### config.mk
export PLATFORM = sky130hd
export DESIGN_NAME = wb_pipe
export DESIGN_NICKNAME = d
export VERILOG_FILES = /design/src/rtl/wb_pipe.sv
export SDC_FILE = /design/constraint.sdc
export NUM_CORES = 1
export LEC_CHECK = 0
export CORE_UTILIZATION = 35
export DETAILED_ROUTE_END_ITERATION = 16
export GPL_TIMING_DRIVEN = 0
export MAX_ROUTING_LAYER = met4
export PLACE_DENSITY_LB_ADDON = 0.12
export SKIP_CTS_REPAIR_TIMING = 1
export SLEW_MARGIN = 10
export SYNTH_ARGS = -nofsm -noshare
export SYNTH_HDL_FRONTEND = slang
export SYNTH_SLANG_ARGS = --single-unit
export TNS_END_PERCENT = 100
### constraint.sdc
create_clock -name clk -period 16.6 [get_ports clk]
set_clock_uncertainty 0.05 [all_clocks]
set_input_delay 4.98 -clock clk [delete_from_list [all_inputs] [get_ports clk]]
set_output_delay 4.98 -clock clk [all_outputs]
set_load 0.1 [all_outputs]
### src/rtl/wb_pipe.sv
`default_nettype none
// ============================================================================
// Module   : wb_pipe
// Purpose  : Registered write-back stage. Holds the MEM/WB pipeline entry
//            with valid/stall/flush control, extracts load data (byte, half,
//            word, signed or unsigned), flags misaligned loads, suppresses
//            writes to x0 and counts retired (captured) instructions.
// Ports    :
//   clk            rising-edge clock
//   reset          asynchronous active-high reset
//   valid_i        MEM stage presents a valid instruction
//   stall_i        hold the pipeline register contents
//   flush_i        replace the incoming instruction with a bubble
//   instr_i        instruction word (opcode and funct3 are kept)
//   data_mem_i     raw aligned word read from data memory
//   data_i         ALU result
//   pc_next_i      PC+4 link value for JAL/JALR
//   mem_addr_i     low two bits of the load address
//   wbaddr_i       destination register
//   wbdata_o       write-back data
//   wbaddr_o       write-back register address
//   wb_en          register-file write enable
//   valid_o        registered entry is valid
//   misaligned_o   registered entry is a misaligned load
//   instret_o      retired instruction count (wraps)
// Revision : 1.0 - initial release
// ============================================================================
module wb_pipe #(
  parameter int XLEN    = 32,
  parameter int RADDR_W = 5,
  parameter int CNT_W   = 64
) (
  input  logic               clk,
  input  logic               reset,
  input  logic               valid_i,
  input  logic               stall_i,
  input  logic               flush_i,
  input  logic [31:0]        instr_i,
  input  logic [XLEN-1:0]    data_mem_i,
  input  logic [XLEN-1:0]    data_i,
  input  logic [XLEN-1:0]    pc_next_i,
  input  logic [1:0]         mem_addr_i,
  input  logic [RADDR_W-1:0] wbaddr_i,
  output logic [XLEN-1:0]    wbdata_o,
  output logic [RADDR_W-1:0] wbaddr_o,
  output logic               wb_en,
  output logic               valid_o,
  output logic               misaligned_o,
  output logic [CNT_W-1:0]   instret_o
);

  // Opcodes that produce a register result
  localparam logic [6:0] c_OP_LOAD  = 7'b0000011;
  localparam logic [6:0] c_OP_IMM   = 7'b0010011;
  localparam logic [6:0] c_OP_REG   = 7'b0110011;
  localparam logic [6:0] c_OP_JAL   = 7'b1101111;
  localparam logic [6:0] c_OP_JALR  = 7'b1100111;
  localparam logic [6:0] c_OP_LUI   = 7'b0110111;
  localparam logic [6:0] c_OP_AUIPC = 7'b0010111;

  // Load funct3 encodings
  localparam logic [2:0] c_F3_LB  = 3'b000;
  localparam logic [2:0] c_F3_LH  = 3'b001;
  localparam logic [2:0] c_F3_LW  = 3'b010;
  localparam logic [2:0] c_F3_LBU = 3'b100;
  localparam logic [2:0] c_F3_LHU = 3'b101;

  localparam logic [CNT_W-1:0] c_CNT_ONE = {{(CNT_W-1){1'b0}}, 1'b1};

  // --------------------------------------------------------------------------
  // Pipeline register. Only the opcode and funct3 fields of the instruction
  // are consumed downstream, so only those are stored.
  // --------------------------------------------------------------------------
  logic               r_valid;
  logic [6:0]         r_opcode;
  logic [2:0]         r_funct3;
  logic [XLEN-1:0]    r_data_mem;
  logic [XLEN-1:0]    r_data;
  logic [XLEN-1:0]    r_pc_next;
  logic [1:0]         r_mem_addr;
  logic [RADDR_W-1:0] r_wbaddr;
  logic [CNT_W-1:0]   r_instret;

  // Remaining instruction bits are decoded elsewhere in the pipeline.
  logic w_unused_instr;
  assign w_unused_instr = ^{instr_i[31:15], instr_i[11:7]};

  // A capture happens only when the entry is accepted, so a stalled entry
  // is counted once no matter how long it is held.
  logic w_capture;
  assign w_capture = ~flush_i & ~stall_i;

  always_ff @(posedge clk or posedge reset) begin
    if (reset) begin
      r_valid    <= 1'b0;
      r_opcode   <= 7'd0;
      r_funct3   <= 3'd0;
      r_data_mem <= '0;
      r_data     <= '0;
      r_pc_next  <= '0;
      r_mem_addr <= 2'd0;
      r_wbaddr   <= '0;
    end else if (flush_i) begin
      // Flush beats stall: the entry becomes a bubble, payload is left as is.
      r_valid <= 1'b0;
    end else if (!stall_i) begin
      r_valid    <= valid_i;
      r_opcode   <= instr_i[6:0];
      r_funct3   <= instr_i[14:12];
      r_data_mem <= data_mem_i;
      r_data     <= data_i;
      r_pc_next  <= pc_next_i;
      r_mem_addr <= mem_addr_i;
      r_wbaddr   <= wbaddr_i;
    end
  end

  always_ff @(posedge clk or posedge reset) begin
    if (reset) begin
      r_instret <= '0;
    end else if (w_capture && valid_i) begin
      r_instret <= r_instret + c_CNT_ONE;
    end
  end

  // --------------------------------------------------------------------------
  // Load data extraction
  // --------------------------------------------------------------------------
  logic [7:0]  w_byte;
  logic [15:0] w_half;

  always_comb begin
    w_byte = r_data_mem[7:0];
    case (r_mem_addr)
      2'd0:    w_byte = r_data_mem[7:0];
      2'd1:    w_byte = r_data_mem[15:8];
      2'd2:    w_byte = r_data_mem[23:16];
      default: w_byte = r_data_mem[31:24];
    endcase
  end

  // Address bit 0 does not affect the selected half; an odd address is
  // reported as misaligned instead.
  assign w_half = r_mem_addr[1] ? r_data_mem[31:16] : r_data_mem[15:0];

  logic [XLEN-1:0] w_load_data;

  always_comb begin
    w_load_data = r_data_mem;
    case (r_funct3)
      c_F3_LB:  w_load_data = {{(XLEN-8){w_byte[7]}}, w_byte};
      c_F3_LBU: w_load_data = {{(XLEN-8){1'b0}}, w_byte};
      c_F3_LH:  w_load_data = {{(XLEN-16){w_half[15]}}, w_half};
      c_F3_LHU: w_load_data = {{(XLEN-16){1'b0}}, w_half};
      c_F3_LW:  w_load_data = r_data_mem;
      default:  w_load_data = r_data_mem;
    endcase
  end

  // --------------------------------------------------------------------------
  // Misalignment: halves need an even address, words (and unknown funct3
  // values, which behave as words) need a zero address.
  // --------------------------------------------------------------------------
  logic w_is_load;
  logic w_addr_bad;
  logic w_misaligned;

  assign w_is_load = (r_opcode == c_OP_LOAD);

  always_comb begin
    w_addr_bad = 1'b0;
    case (r_funct3)
      c_F3_LB, c_F3_LBU: w_addr_bad = 1'b0;
      c_F3_LH, c_F3_LHU: w_addr_bad = r_mem_addr[0];
      default:           w_addr_bad = (r_mem_addr != 2'd0);
    endcase
  end

  assign w_misaligned = r_valid & w_is_load & w_addr_bad;

  // --------------------------------------------------------------------------
  // Write-back data select and write enable
  // --------------------------------------------------------------------------
  logic w_is_link;
  logic w_writes_rd;

  assign w_is_link = (r_opcode == c_OP_JAL) || (r_opcode == c_OP_JALR);

  always_comb begin
    w_writes_rd = 1'b0;
    case (r_opcode)
      c_OP_LOAD, c_OP_IMM, c_OP_REG, c_OP_JAL,
      c_OP_JALR, c_OP_LUI, c_OP_AUIPC: w_writes_rd = 1'b1;
      default:                         w_writes_rd = 1'b0;
    endcase
  end

  always_comb begin
    wbdata_o = r_data;
    if (w_is_load) begin
      wbdata_o = w_load_data;
    end else if (w_is_link) begin
      wbdata_o = r_pc_next;
    end
  end

  // x0 is hard-wired zero, so writes targeting it are suppressed here.
  assign wb_en        = r_valid & w_writes_rd & (r_wbaddr != '0) & ~w_misaligned;
  assign wbaddr_o     = r_wbaddr;
  assign valid_o      = r_valid;
  assign misaligned_o = w_misaligned;
  assign instret_o    = r_instret;

endmodule
`default_nettype wire

==> flow_summary.json <==
{
  "fin_worst_hold_slack_ps": 425,
  "wirelength_um": 23800,
  "finalNetCount": 1076,
  "clock-root-buffer": "clkbuf_16",
  "core_area_sq_um": 23600,
  "slew_headroom": 0.297,
  "placed_cell_area_sq_um": 11100,
  "ant_nets": 0,
  "netlist_top_cells_count": "dfrtp_1, mux2_2, mux2i_1",
  "synth_async_sr_flop_share": 1.00,
  "synth.avg_cell_area_sq_um": 12.2,
  "pwr-share-clk": 0.303,
  "finalHoldViolCount": 0,
  "setup_viol": 0,
  "via_per_inst": 4.93,
  "max_freq_mhz": 111,
  "power.leakage_nw": 4.98,
  "core.rowCount": 56,
  "rsz0062_at_grt": "false",
  "irDropWorstVdd_mv": 0.114,
  "hp-class": "flip-flop to flip-flop",
  "drtPass1Iterations": 4,
  "worstSetupPathType": "flip-flop to primary output",
  "cts_buffer_depth": 2,
  "mappedNetlistNets": 835,
  "crit_path_max_incr_delay_ps": 1200,
  "path_cells": "nand4bb_1, nand2b_1, nor2_1, clkbuf_1, o21ai_0, o22ai_1, clkdlybuf4s50_1",
  "grt_overflow": 0,
  "wl_met2_um": 11400,
  "synthTopCellsByArea": "dfrtp_1, mux2_2, mux2i_1",
  "portBuffers": 221,
  "synth.most_common_cell": "dfrtp_1",
  "start_util": 0.358,
  "grt_pass1_wl_um": 36600,
  "synth_cells": 694,
  "path_clk_slew_ps": 70,
  "avgRoutedWirePerCell_um": 18.7,
  "crit_arrival_ps": 3940,
  "synth_edf_count": 0,
  "gp_congestion": 0.844,
  "n_fill_cell": 2176,
  "worstMarginPinSlew_ps": 1050,
  "pin_count": 244,
  "run_status": "completed",
  "sequentialPowerShare": 0.404,
  "antenna_found_initial": 5,
  "startpoint_type": "flip-flop",
  "numCtsBuffers": 17,
  "net-switching-power_mw": 0.474,
  "synth_top_area_frac": 0.526,
  "place_hpwl_um": 17600,
  "final.min_clock_period_ps": 8970,
  "swShare": 0.371,
  "cts_max_level": 4,
  "via_count": 6271,
  "insertion_delay_ps": 440,
  "wl_met1_um": 10700,
  "fin_area_sq_um": 11700,
  "r2r-start": "instret_o[37]",
  "cap_violations": 0,
  "hp-start": "instret_o[63]",
  "wl_met3_um": 1400,
  "dieHeight_um": 158,
  "combPwrFrac": 0.293,
  "cts_tree": "built",
  "grt_usage": 0.204,
  "cts_sinks": 178,
  "drc_errors": 0,
  "cp_slowest_cell": "clkdlybuf4s50_1",
  "ys_types": 50,
  "worstPathMaxFanout": 10,
  "grt_pass1_vias": 6426,
  "syn_area_sq_um": 8460,
  "first_iter_violations": 240,
  "drive_gt1_frac": 0.188,
  "period_share": 0.540,
  "p_per_area_nw_per_um2": 109,
  "yosys_warnings": 0,
  "ys_ff_latch": 178,
  "finalCoreUtilization": 0.494,
  "slew_viol_final": 0,
  "p_int_mw": 0.804,
  "final.setup.tns_ps": 0,
  "synth_top_area_cell": "dfrtp_1",
  "synth_flop_cell": "dfrtp_1",
  "die_area_sq_um": 24800,
  "routed.top_layer": "met4",
  "area_growth_pct": 38.0,
  "cp.required_ps": 11570,
  "yosysSeqAreaShare": 0.526,
  "dieWidth_um": 158,
  "end_kind": "primary output",
  "p_total_mw": 1.28,
  "crit_start": "r_opcode[6]",
  "grt_start_max_net_pins": 97
}
[critical path: cells and delay by family (launching register included)]
kind            cells  cell delay, ps
simple gates        3             860
flops               1             400
buf+inv             2            1820
compound gates      2             400
[path summary, 6_finish.rpt]
| kind | endpoint | slack, ps | cells after the start |
|---|---|---|---|
| setup / recovery | wbdata_o[10] | 7630 | 7 |
| max in group asynchronous | instret_o[14] | 10650 | 3 |
| hold reg to reg | instret_o[63] | 430 | 1 |
| setup reg to reg | instret_o[57] | 14380 | 6 |
| min in group asynchronous | r_data[18] | 4990 | 2 |
| hold / removal | instret_o[63] | 430 | 1 |
[layout make-up]
cell class | instances | area [sq um] | area share
sequential | 178 | 4450 | 0.382
multi-input combinational | 468 | 3810 | 0.326
timing repair buffer | 222 | 2240 | 0.192
clock buffer | 18 | 429 | 0.0368
tap | 319 | 399 | 0.0342
buffer | 33 | 144 | 0.0123
clock inverter | 14 | 121 | 0.0104
inverter | 15 | 63.8 | 0.00547
antenna | 6 | 15.0 | 0.00129
[layout by cell type (no fill, tap or decap), types with 3 or more instances in the layout]
cell             synthesis  final
a211oi_1                16     16
a21oi_1                 25     25
a2bb2oi_1                3      3
and3_1                   8      8
and4_1                   4      4
buf_2                   10     10
clkbuf_1                21     22
clkbuf_16                0     17
clkdlybuf4s50_1          0    221
clkinvlp_4               0      4
dfrtp_1                178    178
diode_2                  0      6
inv_1                   15     14
inv_6                    0      4
inv_8                    0      4
mux2_2                 115    115
mux2i_1                 44     44
nand2_1                 31     31
nand2b_1                 3      3
nand3_1                 23     23
nand4_1                 18     18
nor2_1                  26     26
nor3_1                  16     16
nor3_2                   3      3
nor4_1                   4      4
nor4_2                   4      4
o21ai_0                 16     16
o22a_1                   4      4
o22ai_1                 15     15
xnor2_1                 30     30
xor2_1                  32     32
[through the flow]
| stage | std cells | setup WS, ps |
|---|---|---|
| 2_1_floorplan | 694 | 6740 |
| 3_3_place_gp | 1234 | 3830 |
| 3_5_place_dp | 1235 | 8130 |
| 4_1_cts | 1267 | 7650 |
| 5_1_grt | 1272 | 7530 |
| 6_report | 1273 | 7630 |
[state kept, by name, indices dropped and copies added, names as in the netlist]
signal / cells
r_data: 32
wbaddr_o: 5
r_mem_addr: 2
r_pc_next: 32
r_funct3: 3
r_data_mem: 32
valid_o: 1
instret_o: 64
r_opcode: 7
[cell families after synthesis]
group	after synthesis	share of synthesized area
adders and majority gates	1	0.00148
AOI/OAI and AO/OA	86	0.0655
muxes	160	0.208
and+or+nand+nor	158	0.109
DFF	178	0.526
buffers and inverters	48	0.0237
xor gates and xnor gates	63	0.0661
[power groups by stage]
stage | registers (mW) | clock network, mW | logic (mW)
finish | 0.517 | 0.387 | 0.374
floorplan | 0.571 | 0 | 0.216
CTS | 0.517 | 0.398 | 0.377
detailed placement | 0.525 | 0 | 0.376
global route | 0.524 | 0.416 | 0.392
global placement | 0.525 | 0 | 0.373
[metal layers]
metal | up-vias | track usage
li1 | 3005 | -
met1 | 3095 | 0.258
met2 | 156 | 0.324
met3 | 15 | 0.0564
met4 | 0 | 0.0467
met5 | - | -
Power figures use the tool's default switching activity.
